### config.mk
export PLATFORM = sky130hd
export DESIGN_NAME = muldiv_unit
export DESIGN_NICKNAME = d
export VERILOG_FILES = /design/src/rtl/muldiv_unit.sv
export SDC_FILE = /design/constraint.sdc
export NUM_CORES = 1
export LEC_CHECK = 0
export CAP_MARGIN = 15
export CORE_MARGIN = 2
export CORE_UTILIZATION = 60
export DETAILED_ROUTE_END_ITERATION = 7
export GPL_TIMING_DRIVEN = 1
export PLACE_DENSITY = 0.79
export SYNTH_ARGS = -nofsm -noshare
export SYNTH_HDL_FRONTEND = slang
export SYNTH_SLANG_ARGS = --single-unit
### constraint.sdc
create_clock -name clk -period 8.35 [get_ports clk]
set_clock_uncertainty 0.2 [all_clocks]
set_input_delay 2.0875 -clock clk [delete_from_list [all_inputs] [get_ports clk]]
set_output_delay 2.0875 -clock clk [all_outputs]
set_load 0.03 [all_outputs]
### src/rtl/muldiv_unit.sv
// Iterative RV32M multiply/divide unit: one radix-2 step per clock, fixed
// DATA_WIDTH-cycle latency, single-cycle register-file write on completion.
//
// state | meaning
// IDLE  | waiting for start; operands captured on the accepting edge
// CALC  | one shift-add / shift-subtract iteration per edge
// DONE  | one cycle: done=1, result/rd_out valid, we if rd != 0
module muldiv_unit #(
  parameter int DATA_WIDTH             = 32,
  parameter int REGISTER_ADDRESS_WIDTH = 5
) (
  input  logic                              clk,
  input  logic                              a_reset,
  input  logic                              start,
  input  logic [2:0]                        op,
  input  logic [DATA_WIDTH-1:0]             operand_a,
  input  logic [DATA_WIDTH-1:0]             operand_b,
  input  logic [REGISTER_ADDRESS_WIDTH-1:0] rd_in,
  output logic                              busy,
  output logic                              done,
  output logic [DATA_WIDTH-1:0]             result,
  output logic [REGISTER_ADDRESS_WIDTH-1:0] rd_out,
  output logic                              we
);
  localparam int W = DATA_WIDTH;
  localparam logic [2:0] OP_MUL    = 3'b000;
  localparam logic [2:0] OP_MULH   = 3'b001;
  localparam logic [2:0] OP_MULHSU = 3'b010;
  localparam logic [2:0] OP_DIV    = 3'b100;
  localparam logic [2:0] OP_DIVU   = 3'b101;
  localparam logic [2:0] OP_REM    = 3'b110;
  localparam logic [5:0] LAST_ITER = 6'(DATA_WIDTH - 1);

  typedef enum logic [1:0] {IDLE, CALC, DONE} state_t;
  state_t state, state_nxt;

  logic [5:0]                        iter_cnt;
  logic [2:0]                        op_q;
  logic [W-1:0]                      a_q, b_q;
  logic [REGISTER_ADDRESS_WIDTH-1:0] rd_q;
  logic [W-1:0]                      hi, lo, hi_nxt, lo_nxt;
  logic [W-1:0]                      mag_a_q, mag_b_q, final_res;
  logic [W:0]                        mul_sum, shifted;
  logic [W+1:0]                      trial;
  logic [2*W-1:0]                    product;
  logic                              neg_a, neg_b;

  function automatic logic a_signed(input logic [2:0] o);
    return (o == OP_MUL) || (o == OP_MULH) || (o == OP_MULHSU) || (o == OP_DIV) || (o == OP_REM);
  endfunction

  function automatic logic b_signed(input logic [2:0] o);
    return (o == OP_MUL) || (o == OP_MULH) || (o == OP_DIV) || (o == OP_REM);
  endfunction

  function automatic logic [W-1:0] magnitude(input logic [W-1:0] x, input logic is_signed);
    return (is_signed && x[W-1]) ? -x : x;
  endfunction

  always_ff @(posedge clk or posedge a_reset) begin
    if (a_reset) state <= IDLE;
    else         state <= state_nxt;
  end

  always_comb begin
    state_nxt = state;
    busy      = 1'b0;
    done      = 1'b0;
    we        = 1'b0;
    case (state)
      IDLE: if (start) state_nxt = CALC;
      CALC: begin
        busy = 1'b1;
        if (iter_cnt == LAST_ITER) state_nxt = DONE;
      end
      DONE: begin
        busy      = 1'b1;
        done      = 1'b1;
        we        = (rd_out != '0);
        state_nxt = IDLE;
      end
      default: state_nxt = IDLE;
    endcase
  end

  // lo holds the multiplier (mul) or the dividend bits still to shift in (div)
  always_comb begin
    neg_a   = a_signed(op_q) && a_q[W-1];
    neg_b   = b_signed(op_q) && b_q[W-1];
    mag_a_q = magnitude(a_q, a_signed(op_q));
    mag_b_q = magnitude(b_q, b_signed(op_q));
    mul_sum = {1'b0, hi} + (lo[0] ? {1'b0, mag_a_q} : '0);
    shifted = {hi, lo[W-1]};
    trial   = {1'b0, shifted} - {2'b00, mag_b_q};
    if (op_q[2]) begin
      if (!trial[W+1]) begin
        hi_nxt = trial[W-1:0];
        lo_nxt = {lo[W-2:0], 1'b1};
      end else begin
        hi_nxt = shifted[W-1:0];
        lo_nxt = {lo[W-2:0], 1'b0};
      end
    end else begin
      hi_nxt = mul_sum[W:1];
      lo_nxt = {mul_sum[0], lo[W-1:1]};
    end
    product = (neg_a ^ neg_b) ? -{hi_nxt, lo_nxt} : {hi_nxt, lo_nxt};
    case (op_q)
      OP_MUL:           final_res = product[W-1:0];
      OP_DIV, OP_DIVU:  final_res = (b_q == '0) ? '1 : ((neg_a ^ neg_b) ? -lo_nxt : lo_nxt);
      OP_REM, 3'b111:   final_res = (b_q == '0) ? a_q : (neg_a ? -hi_nxt : hi_nxt);
      default:          final_res = product[2*W-1:W];
    endcase
  end

  always_ff @(posedge clk or posedge a_reset) begin
    if (a_reset) begin
      iter_cnt <= '0;
      op_q     <= '0;
      a_q      <= '0;
      b_q      <= '0;
      rd_q     <= '0;
      hi       <= '0;
      lo       <= '0;
      result   <= '0;
      rd_out   <= '0;
    end else if (state == IDLE && start) begin
      iter_cnt <= '0;
      op_q     <= op;
      a_q      <= operand_a;
      b_q      <= operand_b;
      rd_q     <= rd_in;
      hi       <= '0;
      lo       <= op[2] ? magnitude(operand_a, a_signed(op)) : magnitude(operand_b, b_signed(op));
    end else if (state == CALC) begin
      iter_cnt <= iter_cnt + 6'd1;
      hi       <= hi_nxt;
      lo       <= lo_nxt;
      if (iter_cnt == LAST_ITER) begin
        result <= final_res;
        rd_out <= rd_q;
      end
    end
  end
endmodule

* Word level (Yosys, flattened, before mapping) *
Index checks and enable logic that the tools add are counted.

operators by class
  add/sub/neg operators = 10
  reductions and logical operators = 28
  muxes and demuxes = 28
  eq/ne operators = 15
  bitwise operators = 2

operators with widths
  operator                                       count
  2-to-1 mux 32 bit                              17
  negation 32 bit                                6
  one-hot mux 32 bit (3 select lines)            1
  2-to-1 mux 64 bit                              1
  negation 64 bit                                1
  subtractor 33 x 32 -> 34 bit                   1
  adder 32 x 32 -> 33 bit                        1
  logical NOT 32 bit                             1
  == test 3 bit, second input constant           6
  logical OR 1 bit                               12
  2-to-1 mux 6 bit                               2
  adder 6 x 1 -> 6 bit, second input constant    1
  == test 3 x 1 -> 1 bit, second input constant  2
  == test 3 x 2 -> 1 bit, second input constant  2
  == test 6 x 5 -> 1 bit, second input constant  1
  logical NOT 3 bit                              2
  OR reduction 2 bit                             3
  logical AND 1 bit                              5
  nonzero test 5 bit                             1
  2-to-1 mux 1 bit                               4
  2-to-1 mux 2 bit                               2
  one-hot mux 2 bit (2 select lines)             1
  AND reduction 3 bit                            1
  == test 2 x 1 -> 1 bit, second input constant  1
  other kinds (8)                                8

word-level totals
  logic and storage cells = 93
  output and inout bits = 40
  register bits after elaboration = 181
  input port bits = 75

* Logic depth before layout (Yosys ltp) *
Gate-level depths: netlist (run 1).

  depth in word-level cells = 14
  mapped depth = 35
  mapped depth without buffers = 29

* Worst setup path before layout (run 1) *
OpenSTA, ideal clock, no wires.

  path kind = reg2reg
  from = register op_q[2]
  to = register result[22]
  buffers on the path = 12
  arrival = 7.080 ns
  clock period less this slack = 7.398 ns
  stages on the path, launching flop included = 35
  setup time = 0.118 ns
  data required time = 8.032 ns
  path slack = 0.952 ns
  path through = dfrtp_1 -> buf_2 -> buf_1 -> buf_2 -> buf_2 -> buf_2 -> buf_2 -> buf_1 -> clkbuf_1 -> a21oi_1 -> clkbuf_1 -> o31ai_1 -> xor2_1 -> ha_1 -> a21oi_1 -> o21ai_1 -> and3_1 -> o31a_1 -> buf_4 -> nor2_2 -> buf_2 -> a21oi_1 -> inv_1 -> ha_1 -> o21ai_0 -> or2_2 -> nor4_1 -> nor2b_1 -> nor2b_1 -> clkbuf_1 -> nand4_1 -> nand2_1 -> xor2_1 -> a211oi_1 -> a21o_1

on the way
  word-level cells in the longest chain between the ends = 14
  elaborated cells on any way between the ends = 36
  those cells by class = add/sub: 5; eq/ne: 6; mux: 13; bitwise: 1; reduce/logical: 11

ends and longest elaborated chain
  item                                                         RTL line     source
  from (decl)                                                  38           logic [2:0] op_q;
  from (signal assigned)                                       129          op_q <= op;
  == test 3 x 1 -> 1 bit or logical NOT 3 bit (tied branches)  49, 53, 108
  logical OR 1 bit                                             49, 53
  logical OR 1 bit (3 in a row)                                49           return (o == OP_MUL) || (o == OP_MULH) || (o == OP_MULHSU) || (o == OP_DIV) || (o == OP_REM);
  logical AND 1 bit                                            57, 88
  2-to-1 mux 32 bit                                            57           return (is_signed && x[W-1]) ? -x : x;
  2-to-1 mux 32 bit                                            92           mul_sum = {1'b0, hi} + (lo[0] ? {1'b0, mag_a_q} : '0);
  adder 32 x 32 -> 33 bit                                      92
  2-to-1 mux 32 bit                                            95           if (op_q[2]) begin
  negation 32 bit                                              111          OP_REM, 3'b111: final_res = (b_q == '0) ? a_q : (neg_a ? -hi_nxt : hi_nxt);
  2-to-1 mux 32 bit (2 in a row)                               111
  one-hot mux 32 bit (3 select lines) (*)                      108          case (op_q)
  to (signal assigned)                                         140          result <= final_res;
  to (decl)                                                    21           output logic [DATA_WIDTH-1:0] result,

Mark *: on every way between the ends. The rest lies on a longest branch, timed or not.
A chain may end at the register's enable or synchronous reset.

* Worst setup path after layout (run 1) *
  from = register b_q[7]
  to = register result[26]

on the way
  word-level cells in the longest chain between the ends = 9
  elaborated cells on any way between the ends = 17
  those cells by class = add/sub: 5; mux: 11; reduce/logical: 1

ends and longest elaborated chain
  item                                                   RTL line  source
  from (decl)                                            39        logic [W-1:0] a_q, b_q;
  from (signal assigned)                                 131       b_q <= operand_b;
  negation 32 bit                                        57
  2-to-1 mux 32 bit                                      57
  subtractor 33 x 32 -> 34 bit                           94        trial = {1'b0, shifted} - {2'b00, mag_b_q};
  2-to-1 mux 32 bit or 2-to-1 mux 1 bit (tied branches)  96        if (!trial[W+1]) begin
  2-to-1 mux 32 bit                                      95
  negation 32 bit (on tied branches)                     111, 110
  2-to-1 mux 32 bit (on tied branches) (2 in a row)      111, 110
  one-hot mux 32 bit (3 select lines) (*)                108

Marked as above.

==> results of run 1 <==
## metal layers
layer | vias to the layer above | track usage [%] | wire [um] | share of wire [%]
met5 | - | 0 | 17 | 0.023
li1 | 9229 | - | - | -
met4 | 2 | 28.6 | 5640 | 7.6
met3 | 329 | 10.4 | 8990 | 12
met2 | 1491 | 65.1 | 30700 | 42
met1 | 9758 | 58.8 | 28600 | 39
## placed cells by master, fill, tap and decap left out, types with 15 or more instances in the layout
cell,synthesis,final
a211oi_1,28,28
buf_4,3,39
a21o_1,23,23
dfrtp_1,181,180
nor2_1,230,230
and2_1,45,44
a31oi_1,32,32
or3_1,39,39
clkdlybuf4s50_1,0,113
and3_1,18,18
nand2_1,439,438
xor2_1,87,87
nor4_1,27,27
nor2b_1,18,18
ha_1,76,75
nor3_1,60,60
a21oi_1,201,201
clkbuf_16,0,17
mux2i_1,64,64
o31ai_1,32,32
nand3_1,38,38
o21a_1,15,15
inv_1,58,57
o21ai_0,217,217
xnor2_1,121,121
o211ai_1,59,59
nand2b_1,17,17
nand4_1,20,20
## registers in the layout (all words and copies together) (netlist names)
signal / flops
state: 2
iter_cnt: 6
lo: 32
b_q: 32
result: 32
op_q: 3
rd_q: 5
hi: 32
a_q: 32
rd_out: 5
## layout make-up
type	count	area (um2)
Timing Repair Buffer	153	1430
Tap cell	396	495
Clock buffer	18	439
Multi-Input combinational cell	2154	13200
Fill cell	2601	10000
Sequential cell	181	4530
Clock inverter	14	168
Antenna cell	1	2.50
Inverter	59	226
## synthesized netlist by cell type, types with 7 or more instances
master	count
nand2_1	439
mux2i_1	64
nor4_1	27
clkbuf_1	99
buf_2	20
xor2_1	87
or4_1	9
nand2b_1	17
nor3_1	60
o41ai_1	12
a31oi_1	32
dfrtp_1	181
o22ai_1	13
inv_1	58
nand4_1	20
nor2_1	230
nor2b_1	18
ha_1	76
o221ai_1	11
a21boi_0	9
a311oi_1	12
nand3_1	38
a21oi_1	201
o211ai_1	59
o31a_1	7
a31o_2	8
a22oi_1	9
a21o_1	23
or3_1	39
o31ai_1	32
or2_2	11
xnor2_1	121
o21a_1	15
o21ai_1	13
o21ai_0	217
buf_1	19
and3_1	18
and2_1	45
a211oi_1	28
nor3b_1	8
nand3b_1	8
## metrics by stage
step	hold slack, ns	worst slack, ns	cells	util [%]	cell area (um2)
floorplan	0.239	0.952	2535	-	18500
global placement	0.247	1.38	2943	65.2	19900
detailed placement	0.262	1.24	2943	65.2	19900
CTS	0.278	1.09	2975	67.2	20500
global route	0.313	0.433	2975	67.2	20500
finish	0.273	0.813	2976	67.2	20500
## worst max-delay path: cells and delay by family (launching register included)
family,cells,cell delay [ns]
and+or+nand+nor,10,3.24
AOI/OAI and AO/OA,8,2.73
DFF,1,0.43
adders and majority gates,1,0.36
xor gates and xnor gates,1,0.24
buffers and inverters,1,0.21
## worst max path at each step
stage,end,from,slack (ns)
floorplan,result[22]$_DFFE_PP0P_,op_q[2]$_DFFE_PP0P_,0.95
global placement,result[26]$_DFFE_PP0P_,b_q[7]$_DFFE_PP0P_,1.38
detailed placement,result[26]$_DFFE_PP0P_,b_q[7]$_DFFE_PP0P_,1.24
CTS,result[26]$_DFFE_PP0P_,b_q[7]$_DFFE_PP0P_,1.09
global route,result[26]$_DFFE_PP0P_,b_q[7]$_DFFE_PP0P_,0.43
finish,result[26]$_DFFE_PP0P_,b_q[7]$_DFFE_PP0P_,0.81
## logic make-up (layout without fill, tap and decap cells)
logic type                 Yosys count  in the layout  share of synthesized area [%]
muxes                               68             68                           3.70
xor gates and xnor gates           208            208                           9.84
other                                0              1                              0
adders and majority gates           78             78                           5.35
buffers and inverters              200            244                           4.25
and+or+nand+nor                   1016           1016                           25.4
AOI/OAI and AO/OA                  784            784                           27.0
DFF                                181            181                           24.5
==> flow_metrics.tcl, run 1 <==
set metrics [dict create \
    status "completed" \
    vias_per_cell 6.99 \
    start_util_pct 60.7 \
    synth_cells 2535 \
    synth_warnings 0 \
    synthArstFlopShare_pct 100 \
    wl_um 74000 \
    reg2reg_depth 21 \
    fp.dieW_um 180 \
    postCtsSetupRepairBufs 0 \
    die_y_um 180 \
    cp_slowest_cell "a311oi_1" \
    synth_top_area_cell "dfrtp_1" \
    portBuffers 114 \
    rr_endpoint "result[26]$_DFFE_PP0P_" \
    gp_congestion 1.08 \
    rows 64 \
    grt_usage_pct 44.4 \
    synth_seq_area_share_pct 24.5 \
    synth.net_count 2688 \
    rsz0062_at_grt "false" \
    drive_gt1_share_pct 4.96 \
    fin_nets 2719 \
    cts_root_buffer "clkbuf_16" \
    grt_pass1_vias 19000 \
    drc 0 \
    synthDistinctLibCells 95 \
    clk_latency_ns 0.46 \
    finalSetupViolCount 0 \
    synth_edf_count 0 \
    r2r_start "b_q[7]$_DFFE_PP0P_" \
    drv_cap 0 \
    vias 20800 \
    hpwl_um 56600 \
    wl_per_cell_um 24.9 \
    path_clk_slew_ns 0.08 \
    ys.flop_type "dfrtp_1" \
    antenna_found_initial 1 \
    drt_first_pass_iters 6 \
    core_um2 30500 \
    post-route-period-util_pct 90.3 \
    cts_tree "yes" \
    syn_area_per_cell_um2 7.30 \
    cp.arrival_ns 7.69 \
    synth-seq-cells 181 \
    cpPeakStageDelay_ns 0.92 \
    worst_setup_path_end_kind "flip-flop" \
    hold_viol 0 \
    fmax_ghz 0.133 \
    slew_viol_final 0 \
    gr-total-overflow 0 \
    ys_top_cells_by_area "dfrtp_1 24%, nand2_1 8.9%, o21ai_0 5.9%" \
    maxSlewHeadroom_pct 17.9 \
    worst-r2r-setup-slack_ns 0.81 \
    tns_ns 0 \
    postCtsHoldBufs 0 \
    ant_nets 0 \
    worstHoldStart "rd_q[0]$_DFFE_PP0P_" \
    path_cells "nor3_1, nand2b_1, nor4_1, nor3b_1, buf_4, nand3_1, o41ai_1, xor2_1, ha_1, a21oi_2, o21ai_2, a311oi_2, o21a_2, nand2_2, a311oi_1, nand3_1, nor4_2, nand4_1, nor3_1, a31oi_1, a221oi_1" \
    boundaryPins 115 \
    cts_buffers 17 \
    crit_required_ns 8.50 \
    design.die.area_um2 32300 \
    grt_max_degree 104 \
    tightest_slew_ns 1.23 \
    path_max_fanout 22 \
    yosysTopAreaCellShare_pct 24.5 \
    whs_path_depth 2 \
    min-delay-path-class "reg2reg" \
    ctsLongestPathBuffers 2 \
    cts_sinks 181 \
    cts_max_level 4 \
    critical_path_class "reg2reg" \
    grt_first_pass_wirelength_um 111000 \
    cts_resized 0 \
    drtIter0Drc 3243 \
    area_growth_pct 10.8 \
    setup.worst_path.start_class "flip-flop" \
    syn-cell-area_um2 18500 \
    period_minus_slack_ns 7.54 \
    holdPathEnd "rd_out[0]$_DFFE_PP0P_" \
]
Power of run 1 is not shown: default switching activity piles up to over one toggle a cycle in this logic, so the estimate is an artifact.
==> inputs of run 2 (changes only) <==
Settings changed: CORE_UTILIZATION 60 to 35, PLACE_DENSITY 0.79 to 0.51.
==> run 2 against run 1 <==
Hold slack worse by 0.0091 ns. Maximum frequency shrank 2.6%. Wire length up 12%. Non-clock buffer count grew 9. Die area rose by 70%. Critical endpoint is now result[19]$_DFFE_PP0P_. Largest cell class unchanged. Highest routed layer is now met4.
==> flow_metrics.tcl, run 2 (synthesis gave the netlist of run 1 again) <==
set metrics [dict create \
    grt_usage_pct 30.5 \
    cts_max_level 4 \
    die_y_um 234 \
    cts_buffers 17 \
    boundaryPins 115 \
    cp.arrival_ns 7.89 \
    portBuffers 114 \
    design.die.area_um2 54700 \
    mostFrequentLayoutCells "438 x nand2_1, 230 x nor2_1, 216 x o21ai_0" \
    status "completed" \
    clk_latency_ns 0.49 \
    slew_viol_final 0 \
    drv_cap 0 \
    period_minus_slack_ns 7.74 \
    path_clk_slew_ns 0.07 \
    wl_per_cell_um 25.3 \
    critical_path_class "reg2reg" \
    drt_first_pass_iters 5 \
    area_growth_pct 13.1 \
    core_um2 52400 \
    grt_pass1_vias 18500 \
    fp.dieW_um 234 \
    tightest_slew_ns 1.18 \
    final_cell_area_um2 20900 \
    drc 0 \
    drive_gt1_share_pct 5.29 \
    postCtsHoldBufs 0 \
    grt_first_pass_wirelength_um 123000 \
    cts_resized 0 \
    min-delay-path-class "reg2reg" \
    final_common_cell "nand2_1" \
    maxSlewHeadroom_pct 20.7 \
    gp_congestion 0.984 \
    gr-total-overflow 0 \
    tns_ns 0 \
    worst_setup_path_end_kind "flip-flop" \
    finalSetupViolCount 0 \
    crit_required_ns 8.50 \
    postCtsSetupRepairBufs 0 \
    path_max_fanout 23 \
    ctsLongestPathBuffers 2 \
    rows 84 \
    hpwl_um 65900 \
    vias 19800 \
    wl_um 83000 \
    ant_nets 0 \
    cts_sinks 181 \
    vias_per_cell 6.06 \
    final_core_util_pct 39.9 \
    grt_max_degree 123 \
    cts_tree "yes" \
    drtIter0Drc 1986 \
    rsz0062_at_grt "false" \
    hold_viol 0 \
    fmax_ghz 0.129 \
    setup.worst_path.start_class "flip-flop" \
    antenna_found_initial 1 \
    fin_nets 2728 \
    post-route-period-util_pct 92.7 \
    dpl_cell_area_um2 20300 \
    start_util_pct 35.3 \
    cts_root_buffer "clkbuf_16" \
]
[run 2: cell count changes in the layout (fill, tap and decap cells not counted), sizes merged]
cell,previous run,this run
buf,40,49
bufinv,0,1
clkbuf,18,19
clkinv,6,4
clkinvlp,0,2
inv,67,65
[run 2: per-layer routing]
layer | vias up | track usage (%) | share of wire, %
met3 | 142 | 4.30 | 6.7
met2 | 826 | 48.4 | 45
met1 | 9632 | 41.5 | 44
met5 | - | 0 | 0
li1 | 9245 | - | -
met4 | 0 | 12.6 | 4.3
[run 2: cell type report]
type	instances	area [um2]
Clock buffer	19	453
Clock inverter	13	140
Multi-Input combinational cell	2154	13200
Tap cell	688	861
Sequential cell	181	4530
Inverter	59	229
Timing Repair Buffer	162	1500
Antenna cell	1	2.50
Fill cell	5478	31500
[run 2: path summary, 6_finish.rpt]
check	start	end	slack [ns]	depth (start not counted)
min in group asynchronous	a_reset	iter_cnt[4]$_DFFE_PP0P_	1.94	2
worst min register to register	rd_q[0]$_DFFE_PP0P_	rd_out[0]$_DFFE_PP0P_	0.26	2
worst max register to register	op_q[1]$_DFFE_PP0P_	result[19]$_DFFE_PP0P_	0.61	21
worst min-delay path	rd_q[0]$_DFFE_PP0P_	rd_out[0]$_DFFE_PP0P_	0.26	2
worst max-delay path	op_q[1]$_DFFE_PP0P_	result[19]$_DFFE_PP0P_	0.61	21
max in group asynchronous	a_reset	hi[19]$_DFFE_PP0P_	4.64	3
[run 2: critical path, cell delays in order (launching register included)]
cell and delay [ns]:
dfrtp_1 0.72, inv_1 0.29, o21ai_0 0.35, a21o_1 0.56
a21oi_1 0.15, nor2_1 0.35, o21ai_0 0.18, xnor2_1 0.33
ha_1 0.38, nand2_1 0.13, o21ai_2 0.12, a311oi_2 0.31
o21a_2 0.29, nand2_2 0.37, a311oi_1 0.80, and2_0 0.36
and4_1 0.53, and2_1 0.33, mux2i_1 0.32, o221ai_1 0.29
o21ai_0 0.16, a21oi_1 0.06
[run 2: per-stage QoR]
stage               setup slack, ns  instances  hold slack, ns
detailed placement            0.850       3244           0.249
global route                 0.0225       3276           0.284
finish                        0.610       3277           0.264
CTS                           0.806       3276           0.267
global placement              0.978       3244           0.246
floorplan                     0.952       2535           0.239
Power of run 2 is left out for the same reason.
